===== src/rtl/frame_fade_driver_if.sv =====
// rtl/frame_fade_driver_if.sv - frame handshake bundle from the pattern engine into the fade driver
interface frame_fade_driver_if;
  logic        frame_valid;
  logic        frame_ready;
  logic [27:0] frame_seg;
  logic [17:0] frame_led;
  logic        fade_en;

  modport master (
    output frame_valid,
    output frame_seg,
    output frame_led,
    output fade_en,
    input  frame_ready
  );

  modport slave (
    input  frame_valid,
    input  frame_seg,
    input  frame_led,
    input  fade_en,
    output frame_ready
  );
endinterface


===== src/rtl/frame_fade_driver.sv =====
// rtl/frame_fade_driver.sv - SSD/LED output stage with optional PWM crossfade between frames
module frame_fade_driver #(
  parameter int PWM_BITS         = 4,
  parameter int PWM_DIV          = 195,
  parameter int STEP_PWM_PERIODS = 100
) (
  input  logic                clk_i,
  input  logic                rst_n_i,
  frame_fade_driver_if.slave  frame_if,
  output logic                busy_o,
  output logic [6:0]          disp3_o,
  output logic [6:0]          disp2_o,
  output logic [6:0]          disp1_o,
  output logic [6:0]          disp0_o,
  output logic [9:0]          led_red_o,
  output logic [7:0]          led_grn_o
);

  localparam int DIV_W  = (PWM_DIV > 1) ? $clog2(PWM_DIV) : 1;
  localparam int STEP_W = (STEP_PWM_PERIODS > 1) ? $clog2(STEP_PWM_PERIODS) : 1;

  localparam logic [DIV_W-1:0]    DIV_LAST  = DIV_W'(PWM_DIV - 1);
  localparam logic [STEP_W-1:0]   STEP_LAST = STEP_W'(STEP_PWM_PERIODS - 1);
  localparam logic [PWM_BITS-1:0] PWM_MAX   = '1;

  typedef enum logic {
    IDLE,
    FADE
  } state_t;

  state_t              state_q, state_d;
  logic [45:0]         cur_q, cur_d;
  logic [45:0]         nxt_q, nxt_d;
  logic [PWM_BITS-1:0] level_q, level_d;
  logic [PWM_BITS-1:0] pwm_q, pwm_d;
  logic [DIV_W-1:0]    div_q, div_d;
  logic [STEP_W-1:0]   step_q, step_d;
  logic [45:0]         img;
  logic [45:0]         img_q;
  logic [45:0]         frame;
  logic                transfer;

  assign frame    = {frame_if.frame_seg, frame_if.frame_led};
  assign transfer = frame_if.frame_valid && (state_q == IDLE);

  assign frame_if.frame_ready = (state_q == IDLE);
  assign busy_o               = (state_q == FADE);

  // State and frame registers; reset blanks everything and drops any pending fade target
  always_ff @(posedge clk_i or negedge rst_n_i) begin
    if (!rst_n_i) begin
      state_q <= IDLE;
      cur_q   <= '0;
      nxt_q   <= '0;
      level_q <= '0;
      pwm_q   <= '0;
      div_q   <= '0;
      step_q  <= '0;
    end else begin
      state_q <= state_d;
      cur_q   <= cur_d;
      nxt_q   <= nxt_d;
      level_q <= level_d;
      pwm_q   <= pwm_d;
      div_q   <= div_d;
      step_q  <= step_d;
    end
  end

  // Next-state: frame acceptance in IDLE, divider/slot/step/level cascade in FADE
  always_comb begin
    state_d = state_q;
    cur_d   = cur_q;
    nxt_d   = nxt_q;
    level_d = level_q;
    pwm_d   = pwm_q;
    div_d   = div_q;
    step_d  = step_q;
    case (state_q)
      IDLE: begin
        if (transfer) begin
          if (frame_if.fade_en) begin
            nxt_d   = frame;
            level_d = '0;
            pwm_d   = '0;
            div_d   = '0;
            step_d  = '0;
            state_d = FADE;
          end else begin
            cur_d = frame;
          end
        end
      end
      FADE: begin
        if (div_q == DIV_LAST) begin
          div_d = '0;
          pwm_d = pwm_q + 1'b1;
          if (pwm_q == PWM_MAX) begin
            if (step_q == STEP_LAST) begin
              step_d = '0;
              if (level_q == PWM_MAX) begin
                cur_d   = nxt_q;
                level_d = '0;
                state_d = IDLE;
              end else begin
                level_d = level_q + 1'b1;
              end
            end else begin
              step_d = step_q + 1'b1;
            end
          end
        end else begin
          div_d = div_q + 1'b1;
        end
      end
      default: state_d = IDLE;
    endcase
  end

  // Pixel image: bits equal in both frames come out the same either way, so only differing bits flicker
  always_comb begin
    img = cur_q;
    if ((state_q == FADE) && (pwm_q < level_q)) begin
      img = nxt_q;
    end
  end

  // Output register; zero image means all segments and LEDs dark
  always_ff @(posedge clk_i or negedge rst_n_i) begin
    if (!rst_n_i) begin
      img_q <= '0;
    end else begin
      img_q <= img;
    end
  end

  assign disp3_o   = ~img_q[45:39];
  assign disp2_o   = ~img_q[38:32];
  assign disp1_o   = ~img_q[31:25];
  assign disp0_o   = ~img_q[24:18];
  assign led_red_o = img_q[17:8];
  assign led_grn_o = img_q[7:0];

endmodule

===== src/flat_wrapper.sv =====
// flat-port wrapper written by rule: the top's interface ports become plain ports
module frame_fade_driver_flat 
#(
  parameter int PWM_BITS         = 4,
  parameter int PWM_DIV          = 195,
  parameter int STEP_PWM_PERIODS = 100
)
  (clk_i, rst_n_i, busy_o, disp3_o, disp2_o, disp1_o, disp0_o, led_red_o, led_grn_o, frame_if_frame_valid, frame_if_frame_seg, frame_if_frame_led, frame_if_fade_en, frame_if_frame_ready);
  frame_fade_driver_if frame_if_i ();
  input  logic clk_i;
  input  logic rst_n_i;
  output logic busy_o;
  output logic [6:0] disp3_o;
  output logic [6:0] disp2_o;
  output logic [6:0] disp1_o;
  output logic [6:0] disp0_o;
  output logic [9:0] led_red_o;
  output logic [7:0] led_grn_o;
  input wire logic [$bits(frame_if_i.frame_valid)-1:0] frame_if_frame_valid;
  input wire logic [$bits(frame_if_i.frame_seg)-1:0] frame_if_frame_seg;
  input wire logic [$bits(frame_if_i.frame_led)-1:0] frame_if_frame_led;
  input wire logic [$bits(frame_if_i.fade_en)-1:0] frame_if_fade_en;
  output wire logic [$bits(frame_if_i.frame_ready)-1:0] frame_if_frame_ready;
  assign frame_if_i.frame_valid = frame_if_frame_valid;
  assign frame_if_i.frame_seg = frame_if_frame_seg;
  assign frame_if_i.frame_led = frame_if_frame_led;
  assign frame_if_i.fade_en = frame_if_fade_en;
  assign frame_if_frame_ready = frame_if_i.frame_ready;
  frame_fade_driver #(.PWM_BITS(PWM_BITS), .PWM_DIV(PWM_DIV), .STEP_PWM_PERIODS(STEP_PWM_PERIODS)) u_core (.clk_i(clk_i), .rst_n_i(rst_n_i), .frame_if(frame_if_i), .busy_o(busy_o), .disp3_o(disp3_o), .disp2_o(disp2_o), .disp1_o(disp1_o), .disp0_o(disp0_o), .led_red_o(led_red_o), .led_grn_o(led_grn_o));
endmodule

===== config.mk =====
export PLATFORM = sky130hd
export DESIGN_NAME = frame_fade_driver_flat
export DESIGN_NICKNAME = d
export VERILOG_FILES = /design/src/rtl/frame_fade_driver_if.sv /design/src/rtl/frame_fade_driver.sv /design/src/flat_wrapper.sv
export SDC_FILE = /design/constraint.sdc
export NUM_CORES = 1
export LEC_CHECK = 0
export CORE_MARGIN = 10
export CORE_UTILIZATION = 30
export DETAILED_ROUTE_END_ITERATION = 10
export HOLD_SLACK_MARGIN = 0.08
export PLACE_DENSITY = 0.49
export SYNTH_ARGS = -nofsm -noshare
export SYNTH_HDL_FRONTEND = slang
export SYNTH_SLANG_ARGS = --single-unit

===== constraint.sdc =====
create_clock -name clk_i -period 2.73 [get_ports clk_i]
set_input_delay 0.546 -clock clk_i [delete_from_list [all_inputs] [get_ports clk_i]]
set_output_delay 0.546 -clock clk_i [all_outputs]
set_load 0.02 [all_outputs]

==> results of run 1 <==
[registers in the layout, summed over array words and instances (netlist names)]
register	cells
u_core.nxt_q	46
u_core.level_q	4
u_core.busy_o	1
u_core.pwm_q	4
u_core.img_q	46
u_core.cur_q	46
u_core.step_q	7
u_core.div_q	8
[through the flow]
stage               total power [mW]  setup WS (ns)  hold WS, ns
global route                    5.34          0.118        0.142
floorplan                       2.45          0.563        0.250
detailed placement              2.60          0.298        0.475
global placement                2.60          0.368        0.470
finish                          5.16          0.268        0.101
CTS                             5.23          0.273        0.133
[worst reg2reg max path, delay by kind of cell, from the launching register on]
kind / cells / cell delay [ns]
DFF: 1 / 0.44
and+or+nand+nor: 3 / 0.96
adders and majority gates: 1 / 0.14
AOI/OAI and AO/OA: 2 / 0.48
buffers and inverters: 2 / 0.31
[Yosys cell counts (2+ instances only)]
cell type  count  area (um^2)
mux2_2        44          495
mux2_1         2         22.5
nand2_1      150          563
buf_1          2         7.51
and2_1         2         12.5
nor3b_1        2         15.0
nand2b_1       4         25.0
nand4_1        6         37.5
nor2b_1        2         12.5
buf_2          9         45.0
ha_1           8          100
nor2_1         9         33.8
mux2i_1       48          480
inv_1         35          131
a31oi_1        3         18.8
buf_4         25          188
o31ai_1        4         30.0
a21oi_1       94          470
clkbuf_1      20         75.1
o21ai_0       26          130
a21o_1         3         22.5
buf_6          2         22.5
nand3_1       12         60.1
and3_1         4         25.0
dfrtp_1      162         4050
[kinds of logic (layout without fill, tap and decap cells)]
kind of cell / after synthesis / after routing / synth area share
adders and majority gates: 8 / 8 / 0.0138
buffers and inverters: 93 / 183 / 0.0646
and+or+nand+nor: 197 / 197 / 0.115
xor gates and xnor gates: 1 / 1 / 0.00121
muxes: 94 / 94 / 0.137
AOI/OAI and AO/OA: 142 / 142 / 0.110
DFF: 162 / 162 / 0.558
[worst min path at each step]
stage	end	depth (start not counted)
detailed placement	u_core.step_q[6]	1
finish	u_core.img_q[39]	1
CTS	u_core.cur_q[39]	1
global route	u_core.img_q[39]	1
global placement	u_core.step_q[6]	1
floorplan	u_core.busy_o	0
[layer usage]
metal | track usage | vias to the layer above | wire [um]
met2 | 0.209 | 115 | 9140
met4 | 0.0502 | 0 | 344
met5 | 0 | - | 0
met3 | 0.0330 | 21 | 863
met1 | 0.149 | 2634 | 8530
li1 | - | 2485 | -
[cell usage in the layout, fill, tap and decap left out, drive strengths merged, types with 2 or more instances in the layout]
| cell | n |
|---|---|
| o41ai | 2 |
| mux2 | 46 |
| nand4 | 6 |
| bufinv | 5 |
| and2 | 2 |
| a21oi | 94 |
| nor2b | 2 |
| ha | 8 |
| inv | 35 |
| nor3b | 2 |
| and3 | 4 |
| nor2 | 9 |
| dfrtp | 162 |
| o21ai | 27 |
| buf | 21 |
| nand2 | 150 |
| o31ai | 5 |
| clkdlybuf4s50 | 96 |
| mux2i | 48 |
| clkbuf | 21 |
| a21o | 3 |
| a31oi | 3 |
| nand3 | 12 |
| clkinv | 4 |
| nand2b | 4 |
[cell type report]
type                       instances  area share
clock buffer                      21      0.0503
clock inverter                    10      0.0198
inverter                          35      0.0143
multi-input combinational        442       0.301
sequential                       162       0.443
tap                              319      0.0436
timing repair buffer             117       0.128
[power by group]
part	internal [mW]	switching, mW	leakage [nW]
combinational	0.0708	0.0769	2.07
clock	1.66	0.952	0.313
sequential	2.40	0	2.22
==> reports/summary.txt, run 1 <==
fin crit share = 0.902
Worst setup SP type = flip-flop
max_cap viols = 0
slew at the pin closest to its max-slew limit = 0.802 ns
multi-input logic area = 0.00276 mm^2
Synth Instances = 697
critical path's top delay family = simple AND/OR/NAND/NOR gates
filler instances = 2,322
Reg2Reg Depth = 8
register area share after synthesis = 0.558
layout cell share with drive strength beyond 1 = 0.130
reg2reg end = u_core.cur_q[12]
Cell Chain, Critical Path = inv_1 > ha_1 > nand4b_1 > or4_1 > o31ai_4 > and2_2 > buf_12 > a21oi_1
post-cts repair resize count = 0
gp weighted congestion = 0.764
Worst VDD drop = 0.341 mV
Final min period = 2.46 ns
Pleak = 4.61 nW
CTS max path bufs = 2
Mean Syn Cell Area = 10.4 um^2
Pwr per Cell Area = 564 mW/mm^2
flop-to-flop setup slack = 0.27 ns
min-delay worst type = in2async
Final Hold Fails = 0
Die Y = 176 um
Critical Path Stages = 8
Total GRT Usage = 0.125
Post-Route WL = 18.9 mm
final setup fails = 0
die area = 0.0308 mm^2
Routed Antenna Nets = 0
fin area = 0.00916 mm^2
Async SR Flop Fraction = 1.00
final design utilization = 0.387
first-pass GRT wire length = 30.8 mm
Final Max Tran Viols = 0
Cells after DPL = 1,075
CP bufs+invs = 2
Synth Warn # = 0
fin cells = 1,106
CP endpoint = u_core.cur_q[12]
Main synth FF type = dfrtp_1
number of global-route vias before repair = 5,775
P&R area growth vs syn = 26.1%
slowest stage delay, CP = 0.60 ns
Max-slew headroom = 0.465
routed len/inst = 17.1 um
post-synth net total = 755
worst skew pair latency = 0.42 ns
Worst Skew = 0.0101 ns
fin nets = 833
PortBufs = 97
postcts setup bufs = 0
Die X = 176 um
Critical Path AT = 2.75 ns
Root Buffer = clkbuf_16
CTS tree = yes
post-place instance area = 0.00852 mm^2
largest net degree at the start of global routing = 65
Critical Path RT = 3.02 ns
Post-CTS Hold Buffers = 0
TritonCTS buffer count = 17
Sequential Area = 0.00406 mm^2
Slowest-stage cell, CP = or4_1
DRC violations left = 0
DR iter-0 viols = 321
vias per inst = 4.75
post-synthesis register bit count = 162
initial antenna violation count = 0
worst-path maximum fanout = 35
hpwl dp = 12.2 mm
num rows = 56
Post-Syn Area = 0.00727 mm^2
crit path from = u_core.div_q[0]
worst r2r src = u_core.div_q[0]
RSZ-0062 raised after global routing = no
vias = 5,255
Synth cell types = 44
Crit. End Element = flip-flop
H-tree level count = 4
n_diodes = 0
core area = 0.0237 mm^2
TNS Setup = 0 ns
CTS clk-pin slew, worst paths = 0.06 ns
I/O pin count = 98
gr ovfl total = 0
clock sink count = 162
Initial Util = 0.307
type of the worst setup path = reg2reg
EDFF count, synth = 0
fmax = 406 MHz
first drt pass iteration count = 4
status = complete, no violations
Note: power is estimated with default switching activity, not from simulation.
==> inputs of run 2 (changes only) <==
Settings changed: GPL_ROUTABILITY_DRIVEN set to 0, SKIP_CTS_REPAIR_TIMING set to 1.
==> results of run 2 <==
No change in the layout: final DEF, timing and power equal those of run 1.
